===== src/rtl/serial_tx_arbiter.sv =====
// Round-robin arbiter feeding one serializer parallel port from several byte buffers.
// Optional TX_ARB_HEADER_EN prefixes every grant with a header byte 8'hF0 | grant.
module serial_tx_arbiter #(
   parameter int CHANNELS   = 4,
   parameter int CHAN_BITS  = 2,
   parameter int MAX_BURST  = 8,
   parameter int BURST_BITS = 4
) (
   input  logic                    clk,
   input  logic                    reset,
   input  logic [CHANNELS-1:0]     req_full,
   input  logic [8*CHANNELS-1:0]   req_data,
   output logic [CHANNELS-1:0]     req_strobe,
   output logic [7:0]              par_data,
   output logic                    par_ready,
   input  logic                    par_strobe,
   output logic [CHAN_BITS-1:0]    grant,
   output logic                    busy
);

`ifdef TX_ARB_HEADER_EN
   typedef enum logic [2:0] {S_IDLE, S_HEADER, S_FETCH, S_OFFER, S_NEXT} state_t;
`else
   typedef enum logic [2:0] {S_IDLE, S_FETCH, S_OFFER, S_NEXT} state_t;
`endif

   state_t                  state, state_d;
   logic [CHAN_BITS-1:0]    last_grant, last_grant_d;
   logic [CHAN_BITS-1:0]    grant_d;
   logic [BURST_BITS-1:0]   burst_count, burst_d;
   logic [7:0]              par_data_d;
   logic                    par_ready_d;
   logic [CHANNELS-1:0]     strobe_d;

   logic                    hit;
   logic [CHAN_BITS-1:0]    hit_idx;
   logic [CHAN_BITS-1:0]    cand;
   logic                    gsel_full;
   logic [7:0]              gsel_data;

   function automatic logic [CHAN_BITS-1:0] wrap_inc(input logic [CHAN_BITS-1:0] base,
                                                     input int k);
      int sum;
      sum = int'(base) + k;
      if (sum >= CHANNELS) sum = sum - CHANNELS;
      return CHAN_BITS'(sum);
   endfunction

   // Priority starts one past the previous winner so every requester gets a turn.
   always_comb begin
      hit     = 1'b0;
      hit_idx = '0;
      cand    = '0;
      for (int k = 1; k <= CHANNELS; k++) begin
         cand = wrap_inc(last_grant, k);
         if (!hit && req_full[cand]) begin
            hit     = 1'b1;
            hit_idx = cand;
         end
      end
   end

   assign gsel_full = req_full[grant];
   assign gsel_data = req_data[8*grant +: 8];
   assign busy      = (state != S_IDLE);

   always_comb begin
      state_d      = state;
      last_grant_d = last_grant;
      grant_d      = grant;
      burst_d      = burst_count;
      par_data_d   = par_data;
      par_ready_d  = par_ready;
      strobe_d     = '0;
      case (state)
         S_IDLE: begin
            if (hit) begin
               grant_d = hit_idx;
               burst_d = '0;
`ifdef TX_ARB_HEADER_EN
               par_data_d  = 8'hF0 | 8'(hit_idx);
               par_ready_d = 1'b1;
               state_d     = S_HEADER;
`else
               state_d     = S_FETCH;
`endif
            end
         end
`ifdef TX_ARB_HEADER_EN
         S_HEADER: begin
            if (par_strobe) begin
               par_ready_d = 1'b0;
               state_d     = S_FETCH;
            end
         end
`endif
         S_FETCH: begin
            if (gsel_full) begin
               par_data_d      = gsel_data;
               strobe_d[grant] = 1'b1;
               par_ready_d     = 1'b1;
               state_d         = S_OFFER;
            end else begin
               last_grant_d = grant;
               state_d      = S_IDLE;
            end
         end
         S_OFFER: begin
            if (par_strobe) begin
               par_ready_d = 1'b0;
               burst_d     = burst_count + 1'b1;
               state_d     = S_NEXT;
            end
         end
         // One-cycle holdoff so the pop has reached req_full before it is judged.
         S_NEXT: begin
            if (burst_count == BURST_BITS'(MAX_BURST) || !gsel_full) begin
               last_grant_d = grant;
               state_d      = S_IDLE;
            end else begin
               state_d = S_FETCH;
            end
         end
         default: state_d = S_IDLE;
      endcase
   end

   always_ff @(posedge clk or negedge reset) begin
      if (!reset) begin
         state       <= S_IDLE;
         last_grant  <= CHAN_BITS'(CHANNELS - 1);
         grant       <= '0;
         burst_count <= '0;
         par_data    <= 8'h00;
         par_ready   <= 1'b0;
         req_strobe  <= '0;
      end else begin
         state       <= state_d;
         last_grant  <= last_grant_d;
         grant       <= grant_d;
         burst_count <= burst_d;
         par_data    <= par_data_d;
         par_ready   <= par_ready_d;
         req_strobe  <= strobe_d;
      end
   end

endmodule


===== config.mk =====
export PLATFORM = sky130hd
export DESIGN_NAME = serial_tx_arbiter
export DESIGN_NICKNAME = d
export VERILOG_FILES = /design/src/rtl/serial_tx_arbiter.sv
export SDC_FILE = /design/constraint.sdc
export NUM_CORES = 1
export LEC_CHECK = 0
export ABC_CLOCK_PERIOD_IN_PS = 1900
export CELL_PAD_IN_SITES_DETAIL_PLACEMENT = 1
export CELL_PAD_IN_SITES_GLOBAL_PLACEMENT = 2
export CORE_ASPECT_RATIO = 1.5
export CORE_UTILIZATION = 27
export DETAILED_ROUTE_END_ITERATION = 8
export PLACE_DENSITY_LB_ADDON = 0.1
export SYNTH_ARGS = -nofsm -noshare
export SYNTH_HDL_FRONTEND = slang
export SYNTH_SLANG_ARGS = --single-unit
export TNS_END_PERCENT = 50

===== constraint.sdc =====
create_clock -name clk -period 1.9 [get_ports clk]
set_clock_uncertainty 0.15 [all_clocks]
set_input_delay 0.285 -clock clk [delete_from_list [all_inputs] [get_ports clk]]
set_output_delay 0.285 -clock clk [all_outputs]
set_load 0.1 [all_outputs]

==> summary.txt <==
Run status
  • Status: complete, no violations

Clock tree
  • Reg clk slew, reported paths: 0.08 ns
  • Root Driver: clkbuf_8
  • Clock Latency Late Sink: 0.27 ns
  • Clk sinks: 23
  • Number of setup buffers added after CTS: 0
  • CTS tree: built
  • CTS Hold Bufs: 0
  • Clock buffer depth: 2
  • Max H-tree Level: 1
  • Total CTS buffers: 3
  • Post-cts resize count: 0

GRT
  • Global-route wire length before repair: 6.75 mm
  • Grt met3 use: 0.0201
  • Grt met1 use: 0.195
  • Vias in the first global route: 1288
  • Gr busiest metal: met2
  • Largest net degree at the start of global routing: 24
  • Total GRT Usage: 0.168
  • Antenna violations before repair: 0
  • Total congestion overflow: 0
  • Grt met2 use: 0.301

Drt
  • Antenna-violating nets left: 0
  • Vias per inst: 4.90
  • First-pass iteration count of the detailed router: 3
  • Starting DRT DRC Count: 6
  • Routed wire per std cell: 17.3 um
  • Residual DRC: 0
  • Total Wirelength: 4.14 mm
  • Vias: 1171

Logic synthesis
  • Area leader, netlist: dfrtp_1
  • Syn_area_per_cell: 12.5 um^2
  • Syn. warnings: 0
  • Synth top area cells: dfrtp_1 38%, mux4_1 13%, mux2_4 8.6%
  • Post-synthesis register bit count: 23
  • Yosys top cell area share: 0.378
  • Post-synth cell types: 41
  • Post-Synthesis Cells: 111
  • Post-synth net total: 152
  • Seq/Total Area, Yosys: 0.416
  • Syn Std Cell Area: 0.00139 mm^2

Final layout
  • Commonest non-fill, non-tap cell in the layout: clkdlybuf4s50_1
  • Multi-input logic area: 747 um^2
  • Fin util: 0.460
  • Fill cell total of the finished layout: 523
  • Layout Nets: 215
  • Share of post-route cells with drive strength above 1: 0.306
  • Design area: 0.00225 mm^2
  • Layout area overhead: 61.9%
  • Most frequent cells in the layout: 38 x clkdlybuf4s50_1, 19 x dfrtp_1, 16 x buf_12, 10 x nand2_1, 10 x o21ai_0
  • Antenna Cells: 0
  • Seq. cell area: 586 um^2

Die
  • Die Area: 0.00544 mm^2
  • Top Ports: 55
  • # rows: 31
  • Core area: 0.00489 mm^2
  • Initial Util: 0.284
  • Die height: 89.8 um
  • Die X: 60.6 um

Setup path
  • Worst Setup Path Type: input pin to flop
  • CP endpoint kind: flop
  • Worst setup SP type: input pin
  • CP Data Arrival Time: 1.81 ns
  • Critical Path RT: 1.90 ns
  • Worst-path maximum fanout: 9

Timing
  • Final-report hold violation count: 0
  • Unrepaired setup endpoints after global routing: false
  • Tcrit/Tclk final: 0.950
  • Final setup viols: 0
  • Worst slew margin: 0.785
  • Max Fclk: 554 MHz
  • Tmin final: 1.81 ns
  • Hold slack: 0.230 ns
  • Final Slew Violations: 0
  • Worst-Margin Slew: 0.314 ns

Power
  • Worst vdd ir: 0.978 mV
  • Power Dens Cells: 1850 mW/mm^2
  • P_leak: 0.960 nW

Place
  • Placed cell area: 0.00220 mm^2
  • Post-detail-place hpwl: 3.26 mm
  • Number of port buffers: 54
  • GPL Wtd Cong: 0.772

Worst hold path
  • Tightest Hold Check Type: input pin to asynchronous set/reset pin

Flow run
  • Maxcap violations: 0
==> through the flow <==
step / power, mW / std cells / setup WS (ns) / setup TNS (ns)
floorplan: 2.83 / 111 / -0.0335 / -0.148
global placement: 3.83 / 235 / -0.127 / -1.52
detailed placement: 3.88 / 235 / -0.181 / -2.46
CTS: 4.22 / 239 / 0.0888 / 0
global route: 4.37 / 239 / 0.00694 / 0
finish: 4.15 / 239 / 0.0943 / 0
==> sequential cells by signal, indices dropped and copies added, names as in the netlist <==
register,flops
par_data,8
grant,2
par_ready,1
burst_count,4
state,2
req_strobe,4
last_grant,2
==> metal layers <==
metal | part of all wire | up-vias
li1 | - | 546
met1 | 0.38 | 584
met2 | 0.56 | 35
met3 | 0.044 | 6
met4 | 0.016 | 0
met5 | 0 | -
==> synthesized netlist by cell type, drive strengths merged <==
cell type and count:
nor2b 1, dfrtp 21, o32ai 1, and4b 1, a211oi 1, a21oi 6, nor4b 1, o21ai 11
nand3 3, mux4 8, and4 1, or4 1, o31a 1, a21boi 1, mux2 9, clkbuf 2
nand4 1, nor3b 1, nor2 2, ha 2, and3b 1, a31oi 1, nor3 3, o22ai 1
a22o 2, buf 3, and2 1, nand2 11, dfstp 2, mux2i 4, nand2b 1, inv 5
nand3b 1
==> power breakdown <==
part	leakage, nW	internal [mW]	switching, mW
logic	0.652	1.20	1.62
clock network	0.0255	0.147	0.164
registers	0.282	0.712	0.305
==> cell families (layout without fill, tap and decap cells) <==
group,Yosys count,count (layout),synth area share
buffers and inverters,10,72,0.0459
flip-flops,23,23,0.416
adder cells (fa/ha/maj),2,2,0.0180
AND/OR/NAND/NOR,30,30,0.130
multiplexers,21,21,0.277
AO/OA/AOI/OAI,25,25,0.113
==> critical path, stage by stage <==
cell and delay, ns:
clkdlybuf4s50_1 0.58, mux2i_1 0.18, mux2i_2 0.26, nand2_4 0.17
mux2_4 0.34
==> cell type report <==
class                   count  share of cell area
clock buffers               3              0.0184
clock inverters             1             0.00223
inverters                   5             0.00835
multi-input cells          78               0.332
flip-flops and latches     23               0.260
well taps                  66              0.0367
repair buffers             63               0.342
==> path summary, 6_finish.rpt <==
path	from	slack, ns	endpoint	cells after the start
max	req_full[3]	0.09	par_data[0]$_DFFE_PN0P_	5
min	reset	0.23	req_strobe[3]$_DFF_PN0_	2
max reg2reg	grant[1]$_DFFE_PN0P_	0.13	par_data[0]$_DFFE_PN0P_	4
min reg2reg	last_grant[0]$_DFFE_PN1P_	0.40	last_grant[0]$_DFFE_PN1P_	2
max in group asynchronous	reset	1.08	last_grant[1]$_DFFE_PN1P_	2
min in group clk	last_grant[0]$_DFFE_PN1P_	0.40	last_grant[0]$_DFFE_PN1P_	2
Note: power is estimated with default switching activity, not from simulation.
